**src/rtl/mac_frame_pkg.sv**
```systemverilog
// mac_frame_pkg: shared types, default widths and the round/saturate helper
// for the frame accumulator.
//   state_t       : frame FSM states (IDLE, ACC)
//   *_DEF         : default widths used as parameter defaults by the top
//   ROUND         : half-LSB rounding constant 2^(SHIFT_DEF-1)
//   sat_round()   : round-half-up, arithmetic shift, saturate -> {sat, data}
package mac_frame_pkg;

  localparam int unsigned PW_DEF     = 48;
  localparam int unsigned AW_ACC_DEF = 56;
  localparam int unsigned OW_DEF     = 16;
  localparam int unsigned SHIFT_DEF  = 15;
  localparam int unsigned LW_DEF     = 8;

  localparam logic signed [AW_ACC_DEF:0] ROUND =
    {{AW_ACC_DEF{1'b0}}, 1'b1} << (SHIFT_DEF - 1);

  // Saturation bounds held at AW_ACC_DEF+1 bits; the minimum is the
  // bitwise complement of the maximum (-2^(OW-1) == ~(2^(OW-1)-1)).
  localparam logic signed [AW_ACC_DEF:0] SAT_MAX =
    ({{AW_ACC_DEF{1'b0}}, 1'b1} << (OW_DEF - 1)) - 1;
  localparam logic signed [AW_ACC_DEF:0] SAT_MIN = ~SAT_MAX;

  typedef enum logic {
    IDLE = 1'b0,
    ACC  = 1'b1
  } state_t;

  // The rounding add is done one bit wider than the accumulator so that
  // adding the half-LSB to the most positive sum cannot wrap.
  function automatic logic [OW_DEF:0] sat_round(
    input logic signed [AW_ACC_DEF-1:0] s,
    input int unsigned                  shift
  );
    logic signed [AW_ACC_DEF:0] ext;
    logic signed [AW_ACC_DEF:0] rnd;
    logic signed [AW_ACC_DEF:0] r;
    logic                       sat;
    logic [OW_DEF-1:0]          data;
    ext = {s[AW_ACC_DEF-1], s};
    rnd = (AW_ACC_DEF + 1)'(1) << (shift - 1);
    r   = (ext + rnd) >>> shift;
    if (r > SAT_MAX) begin
      sat  = 1'b1;
      data = SAT_MAX[OW_DEF-1:0];
    end else if (r < SAT_MIN) begin
      sat  = 1'b1;
      data = SAT_MIN[OW_DEF-1:0];
    end else begin
      sat  = 1'b0;
      data = r[OW_DEF-1:0];
    end
    return {sat, data};
  endfunction

endpackage

```
**src/rtl/mac_out_fifo2.sv**
```systemverilog
// mac_out_fifo2: 2-entry first-in/first-out buffer, head-of-queue visible.
//   clk, rst   : clock, synchronous active-high reset (empties, clears data)
//   push       : write push_data (caller guarantees occ < 2)
//   push_data  : entry to append
//   pop        : drop head entry (caller guarantees occ > 0)
//   head       : oldest entry
//   occ        : number of valid entries (0..2)
module mac_out_fifo2 #(
  parameter int unsigned W = 17
) (
  input  logic         clk,
  input  logic         rst,
  input  logic         push,
  input  logic [W-1:0] push_data,
  input  logic         pop,
  output logic [W-1:0] head,
  output logic [1:0]   occ
);

  // e0 is always the head; e1 is the second entry when occ == 2.
  logic [W-1:0] e0;
  logic [W-1:0] e1;
  logic [1:0]   cnt;

  always_ff @(posedge clk) begin
    if (rst) begin
      e0  <= '0;
      e1  <= '0;
      cnt <= '0;
    end else begin
      unique case ({push, pop})
        2'b10: begin
          if (cnt == 2'd0) e0 <= push_data;
          else             e1 <= push_data;
          cnt <= cnt + 2'd1;
        end
        2'b01: begin
          e0  <= e1;
          cnt <= cnt - 2'd1;
        end
        2'b11: begin
          // Simultaneous push/pop: occupancy unchanged, new entry goes
          // behind whatever survives the pop.
          if (cnt == 2'd1) begin
            e0 <= push_data;
          end else begin
            e0 <= e1;
            e1 <= push_data;
          end
        end
        default: ;
      endcase
    end
  end

  assign head = e0;
  assign occ  = cnt;

endmodule

```
**src/rtl/mac_frame_accum.sv**
```systemverilog
// mac_frame_accum: accumulates a frame of signed products, rounds and
// scales the sum, saturates it to an output sample and buffers it.
//   clk, rst   : clock, synchronous active-high reset
//   in_vld     : din valid
//   in_rdy     : block can accept din (output buffer not full)
//   din        : signed product from the multiply-add stage
//   frame_len  : samples per frame, sampled on the first beat (0 acts as 1)
//   out_vld    : out_data/out_sat valid
//   out_rdy    : downstream accepts the current sample
//   out_data   : signed rounded/saturated frame sum
//   out_sat    : out_data was clipped
//   busy       : a frame is partially accumulated
module mac_frame_accum
  import mac_frame_pkg::*;
#(
  parameter int unsigned PW     = PW_DEF,
  parameter int unsigned AW_ACC = AW_ACC_DEF,
  parameter int unsigned OW     = OW_DEF,
  parameter int unsigned SHIFT  = SHIFT_DEF,
  parameter int unsigned LW     = LW_DEF
) (
  input  logic                 clk,
  input  logic                 rst,
  input  logic                 in_vld,
  output logic                 in_rdy,
  input  logic signed [PW-1:0] din,
  input  logic [LW-1:0]        frame_len,
  output logic                 out_vld,
  input  logic                 out_rdy,
  output logic [OW-1:0]        out_data,
  output logic                 out_sat,
  output logic                 busy
);

  state_t                    state, state_d;
  logic signed [AW_ACC-1:0]  acc, acc_d, acc_next, din_ext;
  logic [LW-1:0]             cnt, cnt_d, len, len_d, len_in;
  logic                      accept;
  logic                      push, pop;
  logic [OW:0]               push_data;
  logic [OW:0]               head;
  logic [1:0]                occ;

  assign in_rdy  = (occ < 2'd2);
  assign accept  = in_vld && in_rdy;
  assign out_vld = (occ != 2'd0);
  assign pop     = out_vld && out_rdy;
  assign busy    = (state == ACC);

  assign din_ext = AW_ACC'(din);
  assign len_in  = (frame_len == '0) ? LW'(1) : frame_len;

  // The completing beat's sum is formed combinationally so the result can
  // be pushed on the same edge that accepts the last beat.
  assign acc_next  = ((state == ACC) ? acc : '0) + din_ext;
  assign push_data = sat_round(acc_next, SHIFT);

  always_comb begin
    state_d = state;
    acc_d   = acc;
    cnt_d   = cnt;
    len_d   = len;
    push    = 1'b0;
    if (accept) begin
      unique case (state)
        IDLE: begin
          len_d = len_in;
          if (len_in == LW'(1)) begin
            push = 1'b1;
          end else begin
            acc_d   = acc_next;
            cnt_d   = LW'(1);
            state_d = ACC;
          end
        end
        ACC: begin
          if (cnt == len - LW'(1)) begin
            push    = 1'b1;
            acc_d   = '0;
            cnt_d   = '0;
            state_d = IDLE;
          end else begin
            acc_d = acc_next;
            cnt_d = cnt + LW'(1);
          end
        end
        default: ;
      endcase
    end
  end

  always_ff @(posedge clk) begin
    if (rst) begin
      state <= IDLE;
      acc   <= '0;
      cnt   <= '0;
      len   <= '0;
    end else begin
      state <= state_d;
      acc   <= acc_d;
      cnt   <= cnt_d;
      len   <= len_d;
    end
  end

  mac_out_fifo2 #(
    .W(OW + 1)
  ) u_fifo (
    .clk       (clk),
    .rst       (rst),
    .push      (push),
    .push_data (push_data),
    .pop       (pop),
    .head      (head),
    .occ       (occ)
  );

  assign out_sat  = head[OW];
  assign out_data = head[OW-1:0];

endmodule

```
**config.mk**
```make
export PLATFORM = sky130hd
export DESIGN_NAME = mac_frame_accum
export DESIGN_NICKNAME = d
export VERILOG_FILES = /design/src/rtl/mac_frame_pkg.sv /design/src/rtl/mac_out_fifo2.sv /design/src/rtl/mac_frame_accum.sv
export SDC_FILE = /design/constraint.sdc
export NUM_CORES = 1
export LEC_CHECK = 0
export BUFFER_PORTS_ARGS = -buffer_cell sky130_fd_sc_hd__buf_2
export CAP_MARGIN = 0
export CORE_MARGIN = 5
export CORE_UTILIZATION = 47
export DETAILED_ROUTE_END_ITERATION = 6
export SETUP_SLACK_MARGIN = 0.3
export SLEW_MARGIN = 40
export SYNTH_ARGS = -nofsm -noshare
export SYNTH_HDL_FRONTEND = slang
export SYNTH_SLANG_ARGS = --single-unit
```
**constraint.sdc**
```tcl
create_clock -name clk -period 7.2 [get_ports clk]
set_clock_uncertainty 0.15 [all_clocks]
set_input_delay 1.44 -clock clk [delete_from_list [all_inputs] [get_ports clk]]
set_output_delay 1.44 -clock clk [all_outputs]
set_load 0.03 [all_outputs]
```
==> reports/metrics.csv <==
stage,metric,value,unit
run_status,status,finished clean,
worst_setup_path,cp_max_fo,26,
place,portBuffers,79,
finish,fillers,2227,
floorplanning,dieWidth,159,microns
sta,hold_viol,0,
floorplanning,dieArea,0.0253,sq mm
worst_setup_path,ff2ff_setup_slack,0.85,ns
drt,routed_wl,34.0,mm
sta,worst_slew_pin_slew,0.769,ns
sta,slew_violations,0,
worst_setup_path,crit_path_frequent_cell,or4_4,
synth,synth_seq_cells,109,
drt,ant_nets,0,
sta,period_share,92.3,%
place,place_congestion,0.965,
synth,synth_nets,1562,
power_and_ir_drop,internal_power,1.21,mW
finish,area_delta_synth_final,10.8,%
finish,fin_area,0.0116,sq mm
power_and_ir_drop,powerDensity,175,mW/mm^2
hold_path,hold_path.class,flop to flop,
synth,synth_cell_types,88,
floorplanning,core_area,0.0218,sq mm
power_and_ir_drop,ir_drop,0.122,mV
floorplanning,die_h,159,microns
drt,first_pass_iters,6,
global_routing,grt_pass1_vias,10171,
place,hpwl,26.4,mm
clock_network,cts_root_buffer,clkbuf_16,
drt,drc,0,
worst_setup_path,critPathRequiredTime,7.32,ns
synth,syn_avg_cell_area,7.25,sq um
sta,grt_setup_unrepaired,false,
global_routing,grt.total_usage,25.8,%
clock_network,cts_buffer_depth,2,
floorplanning,initial_core_util,47.8,%
synth,ys.flop_type,dfxtp_1,
global_routing,grt_max_degree,67,
sta,relSlewSlack,48.5,%
synth,synthCells,1438,
worst_setup_path,path_cells,buf_2 -> ha_1 -> nand4_1 -> nor3_2 -> nand3_1 -> a21oi_1 -> or4_1 -> nand4_4 -> or4_4 -> or4_4 -> nor4_4 -> xnor2_1 -> or4_4 -> nor4b_4 -> buf_4 -> a31oi_1 -> a311oi_1,
power_and_ir_drop,pwr-share-seq,34.0,%
worst_setup_path,cp.arrival,6.76,ns
power_and_ir_drop,switching_share,40.1,%
synth,netlist_area,0.0104,sq mm
worst_setup_path,critPathKind,input pin to flop,
power_and_ir_drop,power_frac_clock,27.5,%
global_routing,antenna_found_initial,0,
worst_setup_path,cp-start-kind,input pin,
sta,setup_tns,0,ns
finish,n_antenna_cell,0,
synth,synthArstFlopShare,0,%
drt,vias,11017,
power_and_ir_drop,p_comb_share,38.4,%
clock_network,cts_tree,done,
synth,yosysSeqAreaShare,20.9,%
drt,viasPerCell,6.17,
global_routing,grt_pass1_wl,54.8,mm
worst_setup_path,max_stage_delay,0.62,ns
sta,setup_viol,0,
global_routing,overflow,0,
power_and_ir_drop,p_leak,4.52,nW
synth,yosys_warnings,0,
finish,nNetsFinal,1624,
finish,drive_above_1_share,12.6,%
floorplanning,io_pins,80,
clock_network,htreeDepth,3,
sta,fmax,150,MHz
drt,wl_per_cell,19.0,microns
worst_setup_path,end_kind,flop,
clock_network,cts_buffers,9,
clock_network,clk_latency,0.37,ns
clock_network,cts.sinks,109,
power_and_ir_drop,switchingPower,0.811,mW
run,maxCapViolCount,0,
drt,drtIter0Drc,903,
place,dpl-instance-area,0.0112,sq mm
floorplanning,rows,54,
clock_network,clkTransAtPathRegs,0.08,ns
worst_setup_path,critical-path-slowest-cell,or4_4,
sta,period_needed,6.64,ns
synth,synth_edf_count,0,
==> placed cells by master, fill, tap and decap left out, drive strengths merged, types with 31 or more instances in the layout <==
cell type and instances:
xnor2 50, inv 36, nor3 31, buf 134
a22oi 66, a21oi 115, nand2 136, ha 63
a211oi 34, nor2 180, nand4 42, and2 71
dfxtp 109, o21ai 95, xor2 40, nand3 38
==> registers in the layout (all words and copies together) (netlist names) <==
signal       cells
u_fifo.head     17
u_fifo.occ       2
busy             1
u_fifo.e1       17
cnt              8
acc             56
len              8
==> power by group through the flow <==
stage / clock (mW) / sequential (mW) / combinational, mW
CTS: 0.574 / 0.689 / 0.769
detailed placement: 0 / 0.703 / 0.766
floorplan: 0 / 0.731 / 0.507
global placement: 0 / 0.701 / 0.762
finish: 0.557 / 0.689 / 0.778
global route: 0.598 / 0.697 / 0.857
==> path summary, 6_finish.rpt <==
check	startpoint	end	cells past startpoint
setup / recovery	din[15]	u_fifo.e1[0]	17
hold / removal	acc[9]	acc[9]	2
setup reg to reg	busy	u_fifo.e1[0]	18
hold reg to reg	acc[9]	acc[9]	2
==> worst max-delay path: cells and delay by family <==
| family | cells | cell delay, ns |
|---|---|---|
| fa+ha+maj | 1 | 0.49 |
| xor+xnor | 1 | 0.12 |
| simple gates | 10 | 3.36 |
| compound gates | 3 | 0.92 |
| buf+inv | 2 | 0.43 |
==> cell type report <==
class / count / area (sq um) / share of cell area (%)
multi-input cells: 1213 / 7780 / 67.3
repair buffers: 134 / 811 / 7.01
clock inverters: 7 / 91.3 / 0.790
inverters: 33 / 124 / 1.07
clock buffers: 9 / 225 / 1.95
well taps: 280 / 350 / 3.03
flip-flops and latches: 109 / 2180 / 18.9
==> metrics by stage <==
stage / hold WS, ns / std cells / power, mW / utilization, % / setup WS [ns]
after CTS: 0.310 / 1785 / 2.03 / 52.8 / 0.548
final: 0.307 / 1785 / 2.02 / 53.0 / 0.555
after global placement: 0.287 / 1769 / 1.46 / 51.4 / 0.318
after global routing: 0.339 / 1785 / 2.15 / 53.0 / 0.356
after detailed placement: 0.295 / 1769 / 1.47 / 51.4 / 0.201
after floorplan: 0.277 / 1438 / 1.24 / - / 0.651
==> what timing repair did <==
item,CTS,global route
gates resized for setup,0,4
endpoints found under the setup margin,0,14
buffers inserted,0,0
hold buffers,0,0
==> kinds of logic (layout without fill, tap and decap cells) <==
family	count (synthesis)	in the layout	share of synthesized area, %
buffers and inverters	116	183	4.98
AND/OR/NAND/NOR	593	593	28.8
XOR/XNOR	90	90	7.56
multiplexers	6	6	0.612
flip-flops	109	109	20.9
adder cells (fa/ha/maj)	64	64	7.75
AO/OA/AOI/OAI	460	460	29.3
==> cell usage after synthesis, types with 15 or more instances <==
cell / instances / area, sq um
nand4_1: 41 / 257
a21oi_1: 113 / 566
inv_1: 33 / 124
a21o_1: 20 / 150
o211ai_1: 21 / 158
dfxtp_1: 109 / 2180
buf_2: 19 / 95.1
a211oi_1: 33 / 248
o21ai_0: 71 / 355
a311oi_1: 17 / 149
xnor2_1: 50 / 438
and2_1: 69 / 432
xor2_1: 40 / 350
nand3_1: 38 / 190
ha_1: 63 / 788
o21ai_1: 22 / 110
nor2_1: 180 / 676
nor4_1: 15 / 93.8
nand2_1: 135 / 507
clkbuf_1: 52 / 195
a31oi_1: 19 / 119
nor3_1: 30 / 150
a22oi_1: 66 / 495
==> metal layers <==
metal	global-route usage [%]	routed length, microns	vias to the layer above
li1	-	-	5456
met1	38.8	16500	5108
met2	38.1	14500	403
met3	4.25	2190	50
met4	6.67	752	0
met5	0	0	-
(Power assumes the default switching activity.)
